[src/rtl/if_fetch_queue.sv]
// ============================================================================
// Module   : if_fetch_queue
// Brief    : Instruction-fetch stage: owns the PC, issues one synchronous
//            memory read per cycle and buffers returned instructions in a
//            DEPTH-entry queue towards decode. Optional bubble counter is
//            enabled by defining IF_FETCH_PERF_EN.
// Revision : 1.0  initial release
// ============================================================================
`default_nettype none

module if_fetch_queue #(
    parameter int                ADDR_W   = 16,
    parameter int                INSTR_W  = 16,
    parameter int                DEPTH    = 4,
    parameter logic [ADDR_W-1:0] RESET_PC = '0
) (
    input  logic               clk,
    input  logic               rst,
    input  logic               call_vld,
    input  logic [ADDR_W-1:0]  call_pc,
    input  logic               br_vld,
    input  logic [ADDR_W-1:0]  br_pc,
    input  logic               ret_vld,
    input  logic [ADDR_W-1:0]  ret_pc,
    output logic               im_rd_en,
    output logic [ADDR_W-1:0]  im_addr,
    input  logic [INSTR_W-1:0] im_instr,
    output logic               out_vld,
    output logic [INSTR_W-1:0] out_instr,
    output logic [ADDR_W-1:0]  out_pc_inc,
    input  logic               out_rdy
`ifdef IF_FETCH_PERF_EN
    ,
    output logic [31:0]        perf_bubble_cnt
`endif
);

    localparam int PTR_W = $clog2(DEPTH);
    localparam int CNT_W = $clog2(DEPTH + 1);

    logic [ADDR_W-1:0]  pc_q, pc_d;
    logic [PTR_W-1:0]   rd_ptr_q, rd_ptr_d;
    logic [PTR_W-1:0]   wr_ptr_q, wr_ptr_d;
    logic [CNT_W-1:0]   count_q, count_d;
    logic               inflight_q, inflight_d;
    logic               kill_q, kill_d;

    logic [INSTR_W-1:0] instr_mem [DEPTH];
    logic [ADDR_W-1:0]  inc_mem   [DEPTH];

    logic               redirect;
    logic [ADDR_W-1:0]  target;
    logic [CNT_W:0]     occupancy;
    logic               issue;
    logic               enq;
    logic               deq;

    always_comb begin
        redirect  = call_vld | br_vld | ret_vld;
        target    = call_vld ? call_pc : (br_vld ? br_pc : ret_pc);
        // Reserve a slot for the outstanding read so a response always fits.
        occupancy = {1'b0, count_q} + (CNT_W + 1)'(inflight_q);
        issue     = ~rst & ~redirect & (occupancy < (CNT_W + 1)'(DEPTH));
        enq       = inflight_q & ~kill_q & ~redirect;
        deq       = out_vld & out_rdy;
    end

    always_comb begin
        pc_d       = pc_q;
        rd_ptr_d   = rd_ptr_q;
        wr_ptr_d   = wr_ptr_q;
        count_d    = count_q;
        inflight_d = issue;
        kill_d     = redirect & inflight_q;
        if (redirect) begin
            pc_d     = target;
            rd_ptr_d = '0;
            wr_ptr_d = '0;
            count_d  = '0;
        end else begin
            if (issue) pc_d     = pc_q + 1'b1;
            if (enq)   wr_ptr_d = wr_ptr_q + 1'b1;
            if (deq)   rd_ptr_d = rd_ptr_q + 1'b1;
            case ({enq, deq})
                2'b10:   count_d = count_q + 1'b1;
                2'b01:   count_d = count_q - 1'b1;
                default: count_d = count_q;
            endcase
        end
    end

    always_ff @(posedge clk or posedge rst) begin
        if (rst) begin
            pc_q       <= RESET_PC;
            rd_ptr_q   <= '0;
            wr_ptr_q   <= '0;
            count_q    <= '0;
            inflight_q <= 1'b0;
            kill_q     <= 1'b0;
        end else begin
            pc_q       <= pc_d;
            rd_ptr_q   <= rd_ptr_d;
            wr_ptr_q   <= wr_ptr_d;
            count_q    <= count_d;
            inflight_q <= inflight_d;
            kill_q     <= kill_d;
        end
    end

    // In the response cycle pc_q already equals the issuing address + 1.
    always_ff @(posedge clk) begin
        if (enq) begin
            instr_mem[wr_ptr_q] <= im_instr;
            inc_mem[wr_ptr_q]   <= pc_q;
        end
    end

    assign im_rd_en   = issue;
    assign im_addr    = pc_q;
    assign out_vld    = (count_q != '0);
    assign out_instr  = instr_mem[rd_ptr_q];
    assign out_pc_inc = inc_mem[rd_ptr_q];

`ifdef IF_FETCH_PERF_EN
    logic [31:0] bubble_cnt_q;

    always_ff @(posedge clk or posedge rst) begin
        if (rst) begin
            bubble_cnt_q <= '0;
        end else if (out_rdy & ~out_vld & ~(&bubble_cnt_q)) begin
            bubble_cnt_q <= bubble_cnt_q + 32'd1;
        end
    end

    assign perf_bubble_cnt = bubble_cnt_q;
`endif

    a_count_bound: assert property (@(posedge clk) disable iff (rst) count_q <= CNT_W'(DEPTH));

endmodule

`default_nettype wire

[config.mk]
export PLATFORM = sky130hd
export DESIGN_NAME = if_fetch_queue
export DESIGN_NICKNAME = d
export VERILOG_FILES = /design/src/rtl/if_fetch_queue.sv
export SDC_FILE = /design/constraint.sdc
export NUM_CORES = 1
export LEC_CHECK = 0
export ABC_AREA = 0
export CAP_MARGIN = 0
export CORE_AREA = 2 2 150 116
export DETAILED_ROUTE_END_ITERATION = 8
export DIE_AREA = 0 0 152 118
export GPL_TIMING_DRIVEN = 0
export PLACE_DENSITY_LB_ADDON = 0.25
export SYNTH_ARGS = -nofsm -noshare
export SYNTH_HDL_FRONTEND = slang
export SYNTH_SLANG_ARGS = --single-unit
[constraint.sdc]
create_clock -name clk -period 2.6 [get_ports clk]
set_input_delay 0.78 -clock clk [delete_from_list [all_inputs] [get_ports clk]]
set_output_delay 0.78 -clock clk [all_outputs]
set_load 0.03 [all_outputs]
==> flow_metrics.tcl <==
set metrics [dict create \
    fin_cells 759 \
    slew_headroom_pct 32.0 \
    syn_avg_cell_area_um2 17.0 \
    ys_warn_count 0 \
    fillers 1330 \
    area_delta_synth_final_pct 35.4 \
    switching_share_pct 23.1 \
    yosysMostFrequentCell "edfxtp_1" \
    synthFlopType "edfxtp_1" \
    yosys.area_share.adder_pct 1.16 \
    cp-start-kind "flop" \
    synth_commonest_cells "128 x edfxtp_1, 32 x mux4_2, 25 x dfrtp_1, 19 x nor2_1" \
    critPathCaptureType "primary output" \
    worst_pin_slew_ns 1.02 \
    synthesis.area_um2 6470 \
    numCtsBuffers 17 \
    m1WireLength_mm 6.36 \
    drc 0 \
    grt_pass1_vias 4253 \
    status "finished, violations left" \
    synthDistinctLibCells 56 \
    cts.sinks 153 \
    finalHoldViolations 0 \
    final-seq-area_um2 4470 \
    crit_fanout 5 \
    holdPathStages 1 \
    synth_top_family_by_area "multiplexers" \
    reg2reg_from "count_q[0]" \
    synth_seq_area_share_pct 69.0 \
    r2r_setup_slack_ns 0.20 \
    r2r_end "count_q[2]" \
    holdPathEnd "kill_q" \
    cp.required_ns 1.82 \
    power.share.clock_pct 42.6 \
    dieArea_um2 17900 \
    clk_pin_slew_worst_paths_ns 0.06 \
    synth_top_area_cell "edfxtp_1" \
    min_period_over_period_pct 100 \
    pwr-share-seq_pct 49.4 \
    ant_nets 0 \
    crit_arrival_ns 1.82 \
    grt_pass1_wl_mm 23.0 \
    vdd_drop_max_uv 421 \
    grt_max_degree 33 \
    gp_congestion 0.803 \
    post-place-ws_ns -1.32 \
    drive_gt1_share_pct 26.3 \
    p_int_mw 4.38 \
    nNetsFinal 607 \
    rr_worst_depth 7 \
    diodes 0 \
    clk_path_buf_depth 2 \
    dp_hpwl_mm 9.60 \
    synth_xor_area_share_pct 1.22 \
    cts_hold_buf 0 \
    yosys.area_share.simple_pct 6.92 \
    p_comb_share_pct 8.0 \
    drt_first_pass_iters 4 \
    synthTopCellsByArea "edfxtp_1 59%, mux4_2 11%, dfrtp_1 9.7%" \
    antenna_found_initial 0 \
    setup_viol 1 \
    cts_max_level 4 \
    placementRows 41 \
    pin_count 120 \
    worstHoldPathType "reg -> reg" \
    routed_wl_mm 14.6 \
    drv_cap 0 \
    clk_latency_ns 0.41 \
    drt_iter0_markers 384 \
    dp_cells 715 \
    syn_inst 381 \
    min_from "inflight_q" \
    syn-num-nets 457 \
    clk_root_buffer_cell "clkbuf_16" \
    vias 3970 \
    fin_ws_ns -0.00331 \
    top_layer "met4" \
    synth_compound_area_share_pct 7.85 \
    fin_crit_ns 2.60 \
    dieWidth_um 152 \
    synth_seq_cells 153 \
    die_h_um 118 \
    crit_type "reg -> out" \
    start_util_pct 39.3 \
    synth.top_cell.area_share_pct 59.4 \
    p_switching_mw 1.31 \
    portBuffers 119 \
    core_um2 16500 \
    route.met2.wl_mm 7.05 \
    cts_tree "done" \
    wl_per_cell_um 19.3 \
    met3_length_mm 1.14 \
    max_freq_ghz 0.384 \
    grt_setup_unrepaired "true" \
    post_drt_via_cell_ratio 5.23 \
    synth_edf_count 128 \
    powerDensity_nw_per_um2 649 \
    track_usage_pct 16.8 \
    p_leak_nw 3.09 \
    slew_viol_final 0 \
    ys_async_sr_fraction_pct 16.3 \
    violations "setup timing" \
    finClkSkew_ns 0.00444 \
    grt_overflow_total 0 \
    multi_input_area_um2 1900 \
    synthMuxAreaShare_pct 11.6 \
]
==> stage by stage <==
stage | utilization (%) | total power [mW] | area (µm²) | hold slack (ns) | setup TNS, ns
6_report | 53.2 | 5.69 | 8770 | 0.547 | -0.00331
5_1_grt | 53.2 | 5.89 | 8770 | 0.569 | -0.327
4_1_cts | 52.5 | 5.74 | 8640 | 0.550 | -0.599
3_5_place_dp | 48.3 | 3.31 | 7950 | 0.537 | -119.82
3_3_place_gp | 48.3 | 3.30 | 7950 | 0.530 | -114.96
2_1_floorplan | - | 3.05 | 6490 | 0.512 | -0.0295
==> flip-flops by register name (all words and copies together), names as in the netlist <==
register	count
count_q	3
im_addr	16
inc_mem	64
inflight_q	1
instr_mem	64
kill_q	1
rd_ptr_q	2
wr_ptr_q	2
==> critical path: stages, from the launching register on <==
cell and delay [ns]:
dfrtp_2 0.42, buf_12 0.15, buf_12 0.14, buf_6 0.11, mux4_2 0.43, buf_6 0.16
==> cell families (layout without fill, tap and decap cells) <==
logic type               count (synthesis)  in the layout
AO/OA/AOI/OAI                           67             67
AND/OR/NAND/NOR                         79             79
XOR/XNOR                                 9              9
buffers and inverters                   32            195
adder cells (fa/ha/maj)                  6              6
flip-flops                             153            153
multiplexers                            35             35
==> per-layer routing <==
layer,GRT usage [%],vias up
li1,-,1850
met1,21.8,1970
met2,27.3,142
met3,5.71,8
met4,4.09,0
met5,0,-
==> power groups by stage <==
| stage | sequential, mW | combinational [mW] | clock (mW) |
|---|---|---|---|
| after floorplan | 2.89 | 0.154 | 0 |
| after global placement | 2.86 | 0.443 | 0 |
| after CTS | 2.81 | 0.457 | 2.48 |
| final | 2.81 | 0.456 | 2.42 |
| after detailed placement | 2.86 | 0.449 | 0 |
| after global routing | 2.82 | 0.493 | 2.58 |
==> final cells by class <==
| class | instances | area share [%] |
|---|---|---|
| Clock inverter | 15 | 1.87 |
| Inverter | 11 | 0.471 |
| Multi-Input combinational cell | 196 | 21.7 |
| Buffer | 16 | 1.60 |
| Tap cell | 215 | 3.07 |
| Clock buffer | 17 | 4.85 |
| Sequential cell | 153 | 51.0 |
| Timing Repair Buffer | 136 | 15.4 |
==> how the worst max path moves through the flow <==
stage / startpoint / slack, ns / endpoint / depth (start not counted)
2_1_floorplan: br_vld / -0.03 / im_rd_en / 4
3_3_place_gp: br_vld / -1.33 / im_rd_en / 6
3_5_place_dp: br_vld / -1.32 / im_rd_en / 6
4_1_cts: ret_vld / -0.22 / im_rd_en / 5
5_1_grt: rd_ptr_q[0] / -0.07 / out_pc_inc[14] / 5
6_report: rd_ptr_q[0] / -0.003 / out_pc_inc[14] / 5
==> cells in the final DEF (no fill, tap or decap), drive strengths merged, types with 7 or more instances in the layout <==
cell,n
clkbuf,30
dfrtp,25
buf,54
nand2,13
a2bb2oi,7
clkdlybuf4s50,74
mux4,32
inv,17
dlymetal6s2s,8
edfxtp,128
nor2,19
o21ai,7
a21oi,13
==> repair_timing <==
item	in CTS	in global routing
cloned	0	1
setup endpoints to repair	164	35
pin swaps	2	3
gates resized for setup	231	39
setup buffers	9	7
(Power assumes the default switching activity.)
